## config.mk

```make
export PLATFORM = sky130hd
export DESIGN_NAME = pipe_hazard_ctrl
export DESIGN_NICKNAME = d
export VERILOG_FILES = /design/src/rtl/pipe_hazard_ctrl.sv
export SDC_FILE = /design/constraint.sdc
export NUM_CORES = 1
export LEC_CHECK = 0
export BUFFER_PORTS_ARGS = -buffer_cell sky130_fd_sc_hd__buf_2
export CAP_MARGIN = 20
export CORE_MARGIN = 1
export CORE_UTILIZATION = 45
export DETAILED_ROUTE_END_ITERATION = 10
export GPL_TIMING_DRIVEN = 0
export PLACE_DENSITY = 0.71
export SYNTH_ARGS = -nofsm -noshare
export SYNTH_HDL_FRONTEND = slang
export SYNTH_SLANG_ARGS = --single-unit
```

## constraint.sdc

```tcl
create_clock -name clk -period 3.6 [get_ports clk]
set_clock_uncertainty 0.15 [all_clocks]
set_input_delay 1.08 -clock clk [delete_from_list [all_inputs] [get_ports clk]]
set_output_delay 1.08 -clock clk [all_outputs]
set_load 0.02 [all_outputs]
```

## src/rtl/pipe_hazard_ctrl.sv

```systemverilog
// pipe_hazard_ctrl: central hazard controller for an in-order pipeline.
// Stage 0=IF, 1=ID, 2=EX, STAGES-2=MEM, STAGES-1=WB.
//
// Ports:
//   clk, rst                 clock and synchronous active-high reset
//   if_busy                  fetch not complete (holds IF)
//   id_rs/rt(_ren)           ID source registers and read enables
//   id_branch, id_load       ID instruction is a branch / a load
//   ex_regwen, ex_wreg       EX destination register
//   data_req, data_addr_ok   EX data-side handshake
//   md_start                 mul/div launch pulse in EX
//   mem_hold                 MEM cannot advance
//   ld_issue, ld_wreg        load accepted by memory, with its destination
//   ld_done                  oldest outstanding load returned
//   exc, eret                exception / eret committed at WB
//   stall, flush             per-stage hold and per-stage bubble/kill
//   redirect                 one-cycle PC redirect pulse
//   draining, ld_full, sb_err  drain in progress, scoreboard full, sticky overflow
//
// Outputs are combinational from state and current inputs, because an
// exception must flush in the same cycle it is committed.
module pipe_hazard_ctrl #(
  parameter int unsigned STAGES   = 5,
  parameter int unsigned RW       = 5,
  parameter int unsigned LD_DEPTH = 4,
  parameter int unsigned MD_LAT   = 4
) (
  input  logic              clk,
  input  logic              rst,
  input  logic              if_busy,
  input  logic              id_rs_ren,
  input  logic              id_rt_ren,
  input  logic              id_branch,
  input  logic              id_load,
  input  logic [RW-1:0]     id_rs,
  input  logic [RW-1:0]     id_rt,
  input  logic              ex_regwen,
  input  logic [RW-1:0]     ex_wreg,
  input  logic              data_req,
  input  logic              data_addr_ok,
  input  logic              md_start,
  input  logic              mem_hold,
  input  logic              ld_issue,
  input  logic [RW-1:0]     ld_wreg,
  input  logic              ld_done,
  input  logic              exc,
  input  logic              eret,
  output logic [STAGES-1:0] stall,
  output logic [STAGES-1:0] flush,
  output logic              redirect,
  output logic              draining,
  output logic              ld_full,
  output logic              sb_err
);

  localparam int unsigned CntW = $clog2(LD_DEPTH + 1);
  localparam int unsigned MdW  = $clog2(MD_LAT + 1);

  typedef enum logic [1:0] {StIdle, StDrain, StRedir} state_e;

  state_e              state_q, state_d;
  logic [RW-1:0]       sb_q [LD_DEPTH];
  logic [RW-1:0]       sb_d [LD_DEPTH];
  logic [CntW-1:0]     count_q, count_d;
  logic [MdW-1:0]      md_cnt_q, md_cnt_d;
  logic                sb_err_q, sb_err_d;

  logic                exc_ev;
  logic                pop, push_req, push, sb_full;
  logic                match_rs, match_rt, load_use, branch_dep, md_busy;
  logic [STAGES-1:0]   h, stall_raw, flush_idle;

  // Only an IDLE exc/eret starts a flush; later ones are ignored.
  assign exc_ev  = (state_q == StIdle) && (exc || eret);
  assign sb_full = (count_q == CntW'(LD_DEPTH));

  // Scoreboard: shifting FIFO with the oldest entry at index 0.
  // Pushes are only accepted in IDLE outside an exception cycle: once a flush
  // starts, the drain counts down only loads already outstanding.
  always_comb begin
    pop      = ld_done && (count_q != '0);
    push_req = ld_issue && (ld_wreg != '0) && (state_q == StIdle) && !exc_ev;
    push     = push_req && (!sb_full || pop);
    sb_err_d = sb_err_q || (push_req && sb_full && !pop);
    for (int i = 0; i < int'(LD_DEPTH); i++) begin
      if (pop && (i < int'(LD_DEPTH) - 1)) sb_d[i] = sb_q[(i + 1) % int'(LD_DEPTH)];
      else                                  sb_d[i] = sb_q[i];
      if (push && (i == int'(count_q) - (pop ? 1 : 0))) sb_d[i] = ld_wreg;
    end
    count_d = count_q + CntW'(push) - CntW'(pop);
  end

  // Load-use: the entry retiring this cycle no longer blocks.
  always_comb begin
    match_rs = 1'b0;
    match_rt = 1'b0;
    for (int i = 0; i < int'(LD_DEPTH); i++) begin
      if ((i < int'(count_q)) && !(pop && (i == 0))) begin
        if (sb_q[i] == id_rs) match_rs = 1'b1;
        if (sb_q[i] == id_rt) match_rt = 1'b1;
      end
    end
    load_use = (id_rs_ren && (id_rs != '0) && match_rs) ||
               (id_rt_ren && (id_rt != '0) && match_rt);
  end

  assign branch_dep = id_branch && ex_regwen && (ex_wreg != '0) &&
                      ((id_rs_ren && (id_rs == ex_wreg)) || (id_rt_ren && (id_rt == ex_wreg)));

  // Mul/div countdown; a start while busy is dropped.
  assign md_busy = md_start || (md_cnt_q > MdW'(1));

  always_comb begin
    md_cnt_d = md_cnt_q;
    if (exc_ev)                              md_cnt_d = '0;
    else if ((md_cnt_q == '0) && md_start)   md_cnt_d = MdW'(MD_LAT);
    else if (md_cnt_q != '0)                 md_cnt_d = md_cnt_q - MdW'(1);
  end

  always_comb begin
    state_d = state_q;
    unique case (state_q)
      StIdle:  if (exc_ev) state_d = (count_d == '0) ? StRedir : StDrain;
      StDrain: if (count_d == '0) state_d = StRedir;
      StRedir: state_d = StIdle;
      default: state_d = StIdle;
    endcase
  end

  // Hold requests and their back-pressure onto younger stages.
  always_comb begin
    h              = '0;
    h[0]           = if_busy;
    h[1]           = load_use || branch_dep || (id_load && sb_full);
    h[2]           = md_busy || (data_req && !data_addr_ok);
    h[STAGES-2]    = h[STAGES-2] || mem_hold;
    stall_raw      = '0;
    for (int j = 0; j < int'(STAGES); j++) begin
      for (int k = j; k < int'(STAGES); k++) begin
        if (h[k]) stall_raw[j] = 1'b1;
      end
    end
    flush_idle     = '0;
    for (int j = 1; j < int'(STAGES); j++) begin
      flush_idle[j] = stall_raw[j-1] && !stall_raw[j];
    end
  end

  always_comb begin
    stall    = '0;
    flush    = '0;
    redirect = 1'b0;
    draining = 1'b0;
    ld_full  = 1'b0;
    if (rst) begin
      flush = '1;
    end else begin
      ld_full = sb_full;
      unique case (state_q)
        StIdle: begin
          if (exc_ev) begin
            flush = '1;
          end else begin
            stall = stall_raw;
            flush = flush_idle;
          end
        end
        StDrain: begin
          stall[0] = 1'b1;
          flush    = '1;
          flush[0] = 1'b0;
          draining = 1'b1;
        end
        StRedir: begin
          stall[0] = stall_raw[0];
          flush    = '1;
          redirect = 1'b1;
        end
        default: flush = '1;
      endcase
    end
  end

  assign sb_err = sb_err_q && !rst;

  always_ff @(posedge clk) begin
    if (rst) begin
      state_q  <= StIdle;
      count_q  <= '0;
      md_cnt_q <= '0;
      sb_err_q <= 1'b0;
      for (int i = 0; i < int'(LD_DEPTH); i++) sb_q[i] <= '0;
    end else begin
      state_q  <= state_d;
      count_q  <= count_d;
      md_cnt_q <= md_cnt_d;
      sb_err_q <= sb_err_d;
      sb_q     <= sb_d;
    end
  end

endmodule
```

Word level (Yosys, flattened, before mapping)
Index checks and enable logic that the tools add are counted.
- add/subtract/negate cells: 4
- magnitude comparators: 5
- equality and inequality tests: 18
- muxes and demuxes: 51
- reductions and logical operators: 63
- operators with widths (operator ; number):
    $eq 5x5->1 ; 10
    $mux 5 ; 9
    $logic_not 32->1 ; 1
    $mux 1 ; 32
    $logic_and 1x1->1 ; 29
    $reduce_bool 5->1 ; 4
    $pmux 5 s2 ; 1
    $logic_or 1x1->1 ; 9
    $eq 3x4->1 const A ; 2
    $logic_not 1->1 ; 8
    $mux 4 ; 2
    $reduce_bool 2->1 ; 4
    $logic_not 3->1 ; 2
    $lt 1x3->1 const A ; 2
    $lt 2x3->1 const A ; 2
    $mux 2 ; 3
    $mux 3 ; 2
    $reduce_bool 3->1 ; 2
    $eq 2x4->1 const A ; 1
    $ne 2x2->1 const B ; 2
    $pmux 2 s2 ; 1
    $sub 3x1->4 ; 1
    $add 3x1->3 ; 1
    $eq 3x3->1 const B ; 1
    10 further kinds ; 10
- register bits: 29
- bits of input ports: 36
- output and inout bits: 14
- logic and storage cells: 150

Depth between registers and ports, before layout
- word-level depth: 23
- mapped depth: 11
- mapped depth without buffers: 11

Worst setup path after synthesis
No wires, ideal clock.
- path type: in2out
- start point: input id_rs[0]
- end point: output stall[0]
- data arrival time: 2870 ps
- data required time: 2370 ps
- path slack: -500 ps
- stages: 8
- path buffers: 1
- cells stage by stage: buf_2 > xor2_1 > or4_1 > nor4_1 > a31oi_1 > a31oi_1 > nor3_1 > a221oi_1
- longest elaborated chain between the ends: 19
- elaborated cells between the ends (all ways): 28
- classes of those cells: eq/ne (5); mux (14); reduce/logical (9)
- ends and longest elaborated chain (what ; RTL line ; source):
    start: declaration ; 35 ; input logic [RW-1:0] id_rs,
    $eq 5x5->1 ; 99 ; if (sb_q[i] == id_rs) match_rs = 1'b1;
    $mux 1 ; 99 ;
    $mux 1 ; 98 ; if ((i < int'(count_q)) && !(pop && (i == 0))) begin
    $mux 1 ; 99 ;
    $mux 1 ; 98 ;
    $mux 1 ; 99 ;
    $mux 1 ; 98 ;
    $mux 1 ; 99 ;
    $mux 1 ; 98 ;
    $logic_and 1x1->1 ; 103 ; load_use = (id_rs_ren && (id_rs != '0) && match_rs) ||
    $logic_or 1x1->1 ; 103 ;
    $logic_or 1x1->1 * (2 in a row) ; 134 ; h[1] = load_use || branch_dep || (id_load && sb_full);
    $mux 1 * (3 in a row) ; 140 ; if (h[k]) stall_raw[j] = 1'b1;
    $mux 4 ; 161 ; if (exc_ev) begin
    $pmux 1 s3 * ; 159 ; unique case (state_q)
    $mux 5 * ; 155 ; if (rst) begin
    end: declaration ; 48 ; output logic [STAGES-1:0] stall,
Mark *: on every way between the ends. The rest lies on a longest branch, timed or not.

Worst setup path after layout
- start point: input id_rt[1]
- end point: output stall[0]
- longest elaborated chain between the ends: 19
- elaborated cells between the ends (all ways): 28
- classes of those cells: eq/ne (5); mux (14); reduce/logical (9)
- ends and longest elaborated chain (what ; RTL line ; source):
    start: declaration ; 36 ; input logic [RW-1:0] id_rt,
    $eq 5x5->1 ; 100 ; if (sb_q[i] == id_rt) match_rt = 1'b1;
    $mux 1 ; 100 ;
    $mux 1 ; 98 ;
    $mux 1 ; 100 ;
    $mux 1 ; 98 ;
    $mux 1 ; 100 ;
    $mux 1 ; 98 ;
    $mux 1 ; 100 ;
    $mux 1 ; 98 ;
    $logic_and 1x1->1 ; 104 ; (id_rt_ren && (id_rt != '0) && match_rt);
    $logic_or 1x1->1 ; 103 ;
    $logic_or 1x1->1 * (2 in a row) ; 134 ;
    $mux 1 * (3 in a row) ; 140 ;
    $mux 4 ; 161 ;
    $pmux 1 s3 * ; 159 ;
    $mux 5 * ; 155 ;
Marked as above.

==> metrics.md <==
| Metric | Value |
|---|---|
| Yosys top cell by area | dfxtp_1 |
| Final setup margin | -557 ps |
| Row count | 25 |
| First-pass GRT wire length | 9260 um |
| Met2 Usage GRT | 0.405 |
| Die Wd | 72.9 um |
| Fin nets | 378 |
| Mean Syn Cell Area | 8.02 um2 |
| I/O pins | 50 |
| Final worst-path cycle share | 1.15 |
| CTS tree | built |
| Max-cap viol count | 0 |
| Syn Nets | 329 |
| RSZ-0062 raised after global routing | yes |
| Post-synthesis sequential area ratio | 0.257 |
| PortBufs | 38 |
| Number of vias per cell | 5.58 |
| Top Usage Layer GRT | met2 |
| Synth area leaders | dfxtp_1 26%, xor2_1 14%, xnor2_1 6.2% |
| Vias in the first global route | 2038 |
| Min Clock Period, post-route | 4160 ps |
| Worst-margin pin slew | 505 ps |
| Peak supply drop | ~0.00048 V |
| H-tree Lvls | 2 |
| Worst EP required | 2370 ps |
| CP Data Arrival Time | 2930 ps |
| PwrDens | between 400 and 500 mW/mm2 |
| Remaining global-route overflow | 0 |
| Placer Congestion | 0.936 |
| Max Slew Vio Count | 0 |
| WL final | 6040 um |
| Syn Std Cell Area | 0.00226 mm2 |
| Vias | 2226 |
| M3 GR Usage | 0.0442 |
| Post-DP HPWL | 4430 um |
| DRC | 0 |
| Class of the worst hold path | flip-flop to flip-flop |
| Number of synthesized flops with an enable pin | 0 |
| Area delta synth->final | 25.4% |
| Final setup viols | 4 |
| Synth Warn # | 0 |
| Wire length per cell | 15.1 um |
| Antenna viol nets, final | 0 |
| Fraction of registers with async set/reset | 0 |
| Layout cell share with drive strength beyond 1 | 0.262 |
| Initial antenna violation count | 0 |
| Most frequent cells in the layout | 39 x buf_2, 36 x nor2_1, 35 x xor2_1 |
| Tot GR Track Use | 0.228 |
| CP Max Fanout | 6 |
| CP Class | input pin to output port |
| Antenna cells | 0 |
| Starting Density | 0.473 |
| Yosys reg bits | 29 |
| Root buffer cell | clkbuf_8 |
| Lkg Pwr | 1.17 nW |
| Met1 GRT Util | 0.279 |
| Outcome | finished with violations |
| Fmax | 241 MHz |
| CTS buffer count | 5 |
| Area post-placement | between 0.002 and 0.003 mm2 |
| Post-synth top area share | 0.257 |
| Unique masters post-synth | 45 |
| Pin count of the biggest net entering global routing | 12 |
| Synth Instances | 282 |
| Clk buf depth | 2 |
| Commonest non-fill, non-tap cell in the layout | buf_2 |
| 1st-pass router iterations | 4 |
| Die ar. | 0.00531 mm2 |
| Design area | 0.00284 mm2 |
| CTS clock-pin slew for the worst setup and hold paths | approximately 60 ps |
| CTS Sinks | 29 |
| Violated checks | negative setup slack |
| Drt first-iter violations | between 80 and 90 |
| Height of the die | 72.9 um |
| Hold violation count in the final report | 0 |
| Most common flop cell mapped by yosys | dfxtp_1 |
| Pre-CTS setup slack | -655 ps |
| Core footprint | 0.00479 mm2 |
| Fill cell count | 450 |
| Worst Setup End Kind | output port |
| Startpoint Class | input pin |
| Max_slew headroom | 0.664 |
| Clk_lat worst skew | 280 ps |
==> Yosys cell counts (8+ instances only) <==
master and n:
inv_1 13, dfxtp_1 29, nor2_1 36, nor4_1 10, xnor2_1 16, a311oi_1 15, buf_2 8, ha_1 10
nand2_1 31, xor2_1 36
==> report_power, final <==
part / internal, mW / leakage [nW] / switching (mW)
Clock: 0.173 / 0.0542 / 0.123
Combinational: 0.239 / 0.884 / 0.351
Sequential: 0.366 / 0.235 / 0.0721
Total: 0.778 / 1.17 / 0.545
==> registers in the layout, summed over array words and instances (netlist names) <==
name,cells
state_q,2
sb_err_q,1
count_q,3
md_cnt_q,3
sb_q,20
==> kinds of logic (layout without fill, tap and decap cells) <==
group | count (synthesis) | after routing | synth area share
and+or+nand+nor | 114 | 114 | 0.259
AOI/OAI and AO/OA | 40 | 40 | 0.139
DFF | 29 | 29 | 0.257
xor gates and xnor gates | 52 | 52 | 0.201
other | 1 | 1 | 0.00166
muxes | 5 | 5 | 0.0221
adders and majority gates | 11 | 11 | 0.0642
buffers and inverters | 30 | 80 | 0.0559
==> what timing repair did <==
| item | 4_1_cts | 5_1_grt |
|---|---|---|
| buffers inserted | 3 | 1 |
| setup endpoints to repair | 10 | 18 |
| hold buffers | 0 | 0 |
| gates resized for setup | 19 | 14 |
| pin swaps | 1 | 2 |
==> per-layer routing <==
| metal | wire length [um] | share of wire |
|---|---|---|
| met4 | 123 | 0.020 |
| met5 | 0 | 0 |
| met2 | 2840 | 0.47 |
| met1 | 2700 | 0.45 |
| met3 | 374 | 0.062 |
==> final timing paths <==
kind,start,end,cells past startpoint,slack (ps)
max reg2reg,count_q[0],sb_q[0],11,540
min,md_cnt_q[2],md_cnt_q[2],1,370
min reg2reg,md_cnt_q[2],md_cnt_q[2],1,370
max,id_rt[1],stall[0],8,-560
==> critical path, cell delays in order <==
cell and delay [ps]:
clkbuf_1 330, xor2_1 120, nor4_1 320, a31oi_1 150, a31oi_1 390, nor3_4 100
a221oi_4 270, buf_6 150
==> cell type report <==
type                       instances  area (um2)  share of cell area
buffer                            16         101              0.0357
multi-input combinational        223        1660               0.584
sequential                        29         582               0.205
clock buffer                       7        96.3              0.0340
inverter                          14        52.6              0.0185
tap                               67        83.8              0.0296
clock inverter                     1        5.00             0.00176
timing repair buffer              42         258              0.0909
==> through the flow <==
stage / total power [mW] / std cells / utilization / setup TNS, ps / hold WS (ps)
3_3_place_gp: 0.971 / 387 / 0.537 / -4210 / 335
4_1_cts: 1.30 / 398 / 0.578 / -1910 / 367
2_1_floorplan: 0.843 / 282 / - / -843 / 315
3_5_place_dp: 0.988 / 387 / 0.537 / -5270 / 356
5_1_grt: 1.41 / 399 / 0.593 / -2100 / 385
6_report: 1.32 / 399 / 0.593 / -1980 / 367
Note: power is estimated with default switching activity, not from simulation.
